`config.mk`:
```
export PLATFORM = sky130hd
export DESIGN_NAME = led_pwm_pio
export DESIGN_NICKNAME = d
export VERILOG_FILES = /design/src/rtl/led_pio_pkg.sv /design/src/rtl/led_pwm_channel.sv /design/src/rtl/led_pwm_pio.sv
export SDC_FILE = /design/constraint.sdc
export NUM_CORES = 1
export LEC_CHECK = 0
export BUFFER_PORTS_ARGS = -buffer_cell sky130_fd_sc_hd__buf_4
export CAP_MARGIN = 10
export CORE_MARGIN = 10
export CORE_UTILIZATION = 60
export DETAILED_ROUTE_END_ITERATION = 16
export PLACE_DENSITY = 0.89
export SLEW_MARGIN = 25
export SYNTH_ARGS = -nofsm -noshare
export SYNTH_HDL_FRONTEND = slang
export SYNTH_SLANG_ARGS = --single-unit
```
`constraint.sdc`:
```
create_clock -name clk_clk -period 3.2 [get_ports clk_clk]
set_input_delay 0.64 -clock clk_clk [delete_from_list [all_inputs] [get_ports clk_clk]]
set_output_delay 0.64 -clock clk_clk [all_outputs]
set_load 0.1 [all_outputs]
```
`src/rtl/led_pio_pkg.sv`:
```
// Shared register map, address width and decode helpers for the LED PWM PIO.
package led_pio_pkg;

  localparam int unsigned ADDR_W    = 6;
  localparam int unsigned DUTY_BASE = 4;

  localparam logic [ADDR_W-1:0] OFS_DATA  = ADDR_W'(0);
  localparam logic [ADDR_W-1:0] OFS_PWMEN = ADDR_W'(1);
  localparam logic [ADDR_W-1:0] OFS_BLINK = ADDR_W'(2);
  localparam logic [ADDR_W-1:0] OFS_PRESC = ADDR_W'(3);

  typedef enum logic [2:0] {
    REG_NONE,
    REG_DATA,
    REG_PWMEN,
    REG_BLINK,
    REG_PRESC,
    REG_DUTY
  } reg_sel_e;

  function automatic logic [ADDR_W-1:0] duty_addr(input int unsigned ch);
    return ADDR_W'(DUTY_BASE + ch);
  endfunction

  function automatic reg_sel_e reg_decode(input logic [ADDR_W-1:0] addr,
                                          input int unsigned num_ch);
    reg_sel_e sel;
    sel = REG_NONE;
    case (addr)
      OFS_DATA:  sel = REG_DATA;
      OFS_PWMEN: sel = REG_PWMEN;
      OFS_BLINK: sel = REG_BLINK;
      OFS_PRESC: sel = REG_PRESC;
      default: begin
        if ((32'(addr) >= DUTY_BASE) && (32'(addr) < DUTY_BASE + num_ch)) sel = REG_DUTY;
      end
    endcase
    return sel;
  endfunction

endpackage

```
`src/rtl/led_pwm_channel.sv`:
```
// One LED channel: shadow/active duty pair, duty compare and registered output gate.
module led_pwm_channel #(
  parameter int unsigned PWM_BITS = 8
) (
  input  logic                clk_i,
  input  logic                rst_ni,
  input  logic                duty_we_i,
  input  logic [PWM_BITS-1:0] duty_wdata_i,
  input  logic                period_start_i,
  input  logic [PWM_BITS-1:0] period_cnt_i,
  input  logic                data_i,
  input  logic                pwmen_i,
  input  logic                blink_i,
  input  logic                phase_i,
  output logic [PWM_BITS-1:0] shadow_o,
  output logic                led_o
);

  logic [PWM_BITS-1:0] shadow_q, shadow_d;
  logic [PWM_BITS-1:0] active_q, active_d;
  logic                led_q, led_d;
  logic                pwm;

  // Active duty only changes on a period boundary so a period is never cut short.
  always_comb begin
    shadow_d = duty_we_i ? duty_wdata_i : shadow_q;
    active_d = period_start_i ? shadow_q : active_q;
    pwm      = (active_q > period_cnt_i);
    led_d    = data_i & (pwmen_i ? pwm : 1'b1) & (blink_i ? phase_i : 1'b1);
  end

  always_ff @(posedge clk_i or negedge rst_ni) begin
    if (!rst_ni) begin
      shadow_q <= '0;
      active_q <= '0;
      led_q    <= 1'b0;
    end else begin
      shadow_q <= shadow_d;
      active_q <= active_d;
      led_q    <= led_d;
    end
  end

  assign shadow_o = shadow_q;
  assign led_o    = led_q;

endmodule

```
`src/rtl/led_pwm_pio.sv`:
```
// LED PIO with per-channel PWM dimming and blink; shared prescaler, period counter and phase.
module led_pwm_pio
  import led_pio_pkg::*;
#(
  parameter int unsigned NUM_CH   = 8,
  parameter int unsigned PWM_BITS = 8,
  parameter int unsigned PRESC_W  = 16
) (
  input  logic              clk_clk,
  input  logic              reset_reset_n,
  input  logic [ADDR_W-1:0] avs_address,
  input  logic              avs_read,
  input  logic              avs_write,
  input  logic [31:0]       avs_writedata,
  output logic [31:0]       avs_readdata,
  output logic [NUM_CH-1:0] leds_export
);

  reg_sel_e            sel;
  logic [NUM_CH-1:0]   data_q, data_d;
  logic [NUM_CH-1:0]   pwmen_q, pwmen_d;
  logic [NUM_CH-1:0]   blink_q, blink_d;
  logic [PRESC_W-1:0]  presc_q, presc_d;
  logic [PRESC_W-1:0]  psc_cnt_q, psc_cnt_d;
  logic [PWM_BITS-1:0] per_q, per_d;
  logic                phase_q, phase_d;
  logic [31:0]         rdata_q, rdata_d;
  logic                tick;
  logic                period_start;
  logic [NUM_CH-1:0]   duty_we;
  logic [NUM_CH-1:0]   led;
  logic [PWM_BITS-1:0] shadow [NUM_CH];
  logic                unused_wdata;

  assign sel          = reg_decode(avs_address, NUM_CH);
  assign unused_wdata = ^avs_writedata;

  always_comb begin
    data_d  = data_q;
    pwmen_d = pwmen_q;
    blink_d = blink_q;
    presc_d = presc_q;
    if (avs_write) begin
      case (sel)
        REG_DATA:  data_d  = avs_writedata[NUM_CH-1:0];
        REG_PWMEN: pwmen_d = avs_writedata[NUM_CH-1:0];
        REG_BLINK: blink_d = avs_writedata[NUM_CH-1:0];
        REG_PRESC: presc_d = avs_writedata[PRESC_W-1:0];
        default: ;
      endcase
    end
  end

  always_comb begin
    tick      = (psc_cnt_q == presc_q);
    psc_cnt_d = tick ? '0 : psc_cnt_q + PRESC_W'(1);
    if (avs_write && (sel == REG_PRESC)) psc_cnt_d = '0;
    period_start = tick && (per_q == '1);
    per_d        = tick ? per_q + PWM_BITS'(1) : per_q;
    phase_d      = phase_q ^ period_start;
  end

  // Read mux sees pre-edge register values, so a same-cycle write returns the old value.
  always_comb begin
    rdata_d = rdata_q;
    if (avs_read) begin
      rdata_d = '0;
      case (sel)
        REG_DATA:  rdata_d = 32'(data_q);
        REG_PWMEN: rdata_d = 32'(pwmen_q);
        REG_BLINK: rdata_d = 32'(blink_q);
        REG_PRESC: rdata_d = 32'(presc_q);
        REG_DUTY: begin
          for (int unsigned i = 0; i < NUM_CH; i++) begin
            if (avs_address == duty_addr(i)) rdata_d = 32'(shadow[i]);
          end
        end
        default: ;
      endcase
    end
  end

  always_ff @(posedge clk_clk or negedge reset_reset_n) begin
    if (!reset_reset_n) begin
      data_q    <= '0;
      pwmen_q   <= '0;
      blink_q   <= '0;
      presc_q   <= '0;
      psc_cnt_q <= '0;
      per_q     <= '0;
      phase_q   <= 1'b0;
      rdata_q   <= '0;
    end else begin
      data_q    <= data_d;
      pwmen_q   <= pwmen_d;
      blink_q   <= blink_d;
      presc_q   <= presc_d;
      psc_cnt_q <= psc_cnt_d;
      per_q     <= per_d;
      phase_q   <= phase_d;
      rdata_q   <= rdata_d;
    end
  end

  for (genvar g = 0; g < NUM_CH; g++) begin : g_ch
    assign duty_we[g] = avs_write && (avs_address == duty_addr(g));

    led_pwm_channel #(
      .PWM_BITS(PWM_BITS)
    ) u_ch (
      .clk_i         (clk_clk),
      .rst_ni        (reset_reset_n),
      .duty_we_i     (duty_we[g]),
      .duty_wdata_i  (avs_writedata[PWM_BITS-1:0]),
      .period_start_i(period_start),
      .period_cnt_i  (per_q),
      .data_i        (data_q[g]),
      .pwmen_i       (pwmen_q[g]),
      .blink_i       (blink_q[g]),
      .phase_i       (phase_q),
      .shadow_o      (shadow[g]),
      .led_o         (led[g])
    );
  end

  assign avs_readdata = rdata_q;
  assign leds_export  = led;

endmodule

```
# After elaboration in Yosys (flattened, before gate mapping)
# Cells that the tools add are included.
# Widths: inputs -> output; s select.
# totals
register_bits	233
inputBits	42
elab_cells	124
# classes
add_sub_neg	2
magnitude_cmp	10
eq_ne	18
muxes	29
n_bitwise	17
n_reduce_logical	16
# ops
op	count
$mux 32	7
$pmux 32 s5	1
$gt 8x8->1	8
$mux 16	2
$eq 6x3->1 const B	4
$eq 6x4->1 const B	4
$add 16x1->16 const B	1
$and 1x1->1	16
$eq 16x16->1	1
$mux 1	16
$eq 6x2->1 const B	2
$pmux 3 s4	1
$logic_and 1x1->1	11
$add 8x1->8 const B	1
$eq 8x8->1 const B	1
$mux 8	1
$reduce_and 2->1	4
$eq 3x2->1 const B	2
$eq 3x3->1 const B	2
$eq 6x1->1 const B	1
$ge 6x3->1 const B	1
$logic_not 6->1	1
$lt 6x4->1 const B	1
$eq 3x1->1 const B	1
2 further kinds	2

# Longest topological paths before layout
# logic_depth
ltp_word	10
ltp_mapped	7

# Hierarchy
# Synthesis repeated with hierarchy kept, for this count alone.
# hier_totals
cells_unflattened	936
area_unflattened_um2	11141.9
# by_module_without_submodules
mod	instances	cells_each	area_per_inst_um2	seq_area_each_um2
led_pwm_channel	8	66	835.8	425.4
led_pwm_pio	1	408	4455.5	2026.9

# Worst setup path after synthesis
# Ideal clock, no wire load.
# synth_timing
path_kind	input to register
start	in avs_address[2]
end	reg g_ch[6].u_ch.shadow_q[0]
setup_time_ns	0.125
t_arrival_ns	2.281
t_required_ns	3.075
setup_slack_ns	0.794
cell_stages	6
cell_sequence	buf_2 > or4b_1 > clkbuf_1 > nor3b_2 > nand2_2 > mux2_2
# synth_via
elab_chain_len	2
# synth_lines
item	line_no	rtl
from (decl)	led_pwm_pio.sv:11	input logic [ADDR_W-1:0] avs_address,
$eq 6x4->1	led_pwm_pio.sv:106	assign duty_we[g] = avs_write && (avs_address == duty_addr(g));
$logic_and 1x1->1	led_pwm_pio.sv:106	
to (signal assigned)	led_pwm_channel.sv:38	shadow_q <= shadow_d;
to (decl)	led_pwm_channel.sv:19	logic [PWM_BITS-1:0] shadow_q, shadow_d;
# Every way passes these cells.
# A chain may end at the register's enable or synchronous reset.

# Worst setup path in the final report
# layout_timing
start	reg presc_q[10]
end	reg g_ch[3].u_ch.active_q[5]
# layout_via
elab_chain_len	2
# layout_lines
item	line_no	rtl
from (decl)	led_pwm_pio.sv:23	logic [PRESC_W-1:0] presc_q, presc_d;
from (signal assigned)	led_pwm_pio.sv:97	presc_q <= presc_d;
$eq 16x16->1	led_pwm_pio.sv:55	tick = (psc_cnt_q == presc_q);
$logic_and 1x1->1	led_pwm_pio.sv:58	period_start = tick && (per_q == '1);
to (signal assigned)	led_pwm_channel.sv:39	active_q <= active_d;
to (decl)	led_pwm_channel.sv:20	logic [PWM_BITS-1:0] active_q, active_d;
# Every way passes these cells.

==> impl_metrics.json <==
{
  "outcome": "finished clean",
  "antenna_left": 0,
  "worstSetupEndpointType": "flip-flop",
  "yosysSeqAreaShare_pct": 48.0,
  "fin_skew_ns": 0.00915,
  "p_per_area_nw_per_um2": 588,
  "vias": 7988,
  "final_cell_mix": "217 x dfrtp_1, 114 x mux2_2, 67 x buf_4, 66 x ha_1, 50 x mux2_4",
  "cts.clk_slew.worst_paths_ns": 0.07,
  "clk_latency_ns": 0.51,
  "fp-row-count": 50,
  "final_cells": 1235,
  "slew_violations": 0,
  "htreeDepth": 1,
  "yosys.cell_types.count": 50,
  "dp_hpwl_um": 19800,
  "worst_pin_slew_ns": 0.781,
  "grt_max_degree": 75,
  "fillers": 1258,
  "area_growth_syn_to_layout_pct": 11.4,
  "hold_path.class": "input pin to async pin",
  "core_um2": 18600,
  "cts_buffers": 22,
  "cts_tree": "done",
  "synth_edf_count": 0,
  "numPortBuffers": 49,
  "drv_cap": 0,
  "wl_per_cell_um": 23.4,
  "firstDrtPassIters": 5,
  "place_inst": 1198,
  "peakVddDrop_mv": 0.581,
  "post_cts_buffers": 0,
  "layout_commonest_cell": "dfrtp_1",
  "grt_overflow": 0,
  "yosysWarnings": 0,
  "final_layout_size_suffix_gt1_share_pct": 27.5,
  "worstPathRequired_ns": 3.59,
  "async_flop_share_pct": 100,
  "syn_inst": 944,
  "syn_area_per_cell_um2": 12.0,
  "fmax_mhz": 361,
  "antenna_found_initial": 0,
  "grt_use_total_pct": 23.4,
  "die_w_um": 157,
  "worstSetupStartpointType": "flip-flop",
  "relSlewSlack_pct": 47.5,
  "rsz0062_at_grt": "no",
  "fin_nets": 1096,
  "cts_resized": 0,
  "drc": 0,
  "ctsRootBufferMaster": "clkbuf_16",
  "holdWs_ns": 0.0887,
  "p_leak_nw": 6.26,
  "synth_ff_type": "dfrtp_1",
  "gp_congestion": 0.905,
  "n_antenna_cell": 0,
  "fin_crit_sh_pct": 86.5,
  "routed_wl_um": 29000,
  "vias_per_cell": 6.47,
  "setup_tns_ns": 0,
  "ios": 82,
  "period_needed_ns": 2.77,
  "initial_core_util_pct": 60.7,
  "synth-seq-cells": 217,
  "drtIter0Drc": 655,
  "dieArea_um2": 24800,
  "hold_violations": 0,
  "worst-setup-path-type": "flip-flop to flip-flop",
  "syn_area_um2": 11300,
  "setup_violations": 0,
  "total_power_mw": 7.41,
  "die_height_um": 157,
  "clockBufferDepth": 3,
  "crit_arrival_ns": 3.16,
  "grt_pass1_wl_um": 45800,
  "cp_max_fo": 25,
  "grt_pass1_vias": 8230,
  "postCtsHoldBufs": 0,
  "cts_sinks": 217
}
critical path: stages (launching register included):
cell and delay (ns):
dfrtp_1 0.42, xor2_1 0.18, nor4_1 0.35, nand4_1 0.29, or4_4 0.80, buf_12 0.28, mux2_4 0.31
report_power, final:
group	switching, mW	leakage [nW]	internal, mW	total, mW
Sequential	0.262	2.91	3.01	3.27
Clock	1.09	0.343	1.52	2.61
Combinational	0.941	3.00	0.593	1.53
stage by stage:
step                cell area, µm²  util [%]  worst slack (ns)
floorplan                    11400         -             0.794
global placement             11900      63.8             0.487
detailed placement           11900      63.8             0.469
CTS                          12600      67.7             0.469
global route                 12600      67.7             0.293
finish                       12600      67.7             0.432
routing by layer:
layer / vias up / share of wire [%] / track usage [%]
li1: 3466 / - / -
met1: 3991 / 39 / 29.1
met2: 415 / 46 / 37.5
met3: 116 / 9.0 / 5.54
met4: 0 / 5.2 / 11.7
met5: - / 0 / 0
final timing paths:
kind | from | to | slack, ns | depth (start not counted)
max in group asynchronous | reset_reset_n | avs_readdata[14] | 2.09 | 2
min in group clk_clk | avs_writedata[15] | presc_q[15] | 0.37 | 2
max reg2reg | presc_q[10] | g_ch[3].u_ch.active_q[5] | 0.43 | 6
min | reset_reset_n | g_ch[0].u_ch.active_q[1] | 0.09 | 1
min reg2reg | pwmen_q[0] | g_ch[0].u_ch.led_o | 0.48 | 1
max | presc_q[10] | g_ch[3].u_ch.active_q[5] | 0.43 | 6
synth_stat cells (16+ instances only):
cell / number / area share, %
inv_1: 39 / 1.3
mux2_2: 114 / 11
xor2_1: 22 / 1.7
mux2i_1: 16 / 1.4
dfrtp_1: 217 / 48
mux2_4: 50 / 6.6
clkbuf_1: 32 / 1.1
nor2_1: 39 / 1.3
o21ai_0: 48 / 2.1
ha_1: 66 / 7.3
nand3_1: 34 / 1.5
a21oi_1: 33 / 1.5
nand2_1: 25 / 0.83
buf_4: 25 / 1.7
xnor2_1: 16 / 1.2
registers in the layout, summed over array words and instances (netlist names):
name	cells
g_ch.u_ch.shadow_o	64
phase_q	1
avs_readdata	16
presc_q	16
data_q	8
psc_cnt_q	16
g_ch.u_ch.active_q	64
per_q	8
blink_q	8
g_ch.u_ch.led_o	8
pwmen_q	8
final cells by class:
cell class	instances	area [µm²]	area share, %
clock inverters	9	113	0.893
repair buffers	72	598	4.74
clock buffers	28	614	4.87
inverters	39	146	1.16
well taps	234	293	2.32
flip-flops and latches	217	5430	43.0
multi-input cells	636	5420	43.0
cells by family (layout without fill, tap and decap cells):
group | count (synthesis) | in the layout | share of synthesized area [%]
compound gates | 161 | 161 | 9.58
xor+xnor | 38 | 38 | 2.94
fa+ha+maj | 66 | 66 | 7.29
buf+inv | 106 | 148 | 4.71
flops | 217 | 217 | 48.0
mux | 180 | 180 | 19.4
other cells | 1 | 16 | 0.0331
simple gates | 175 | 175 | 8.12
(Power assumes the default switching activity.)
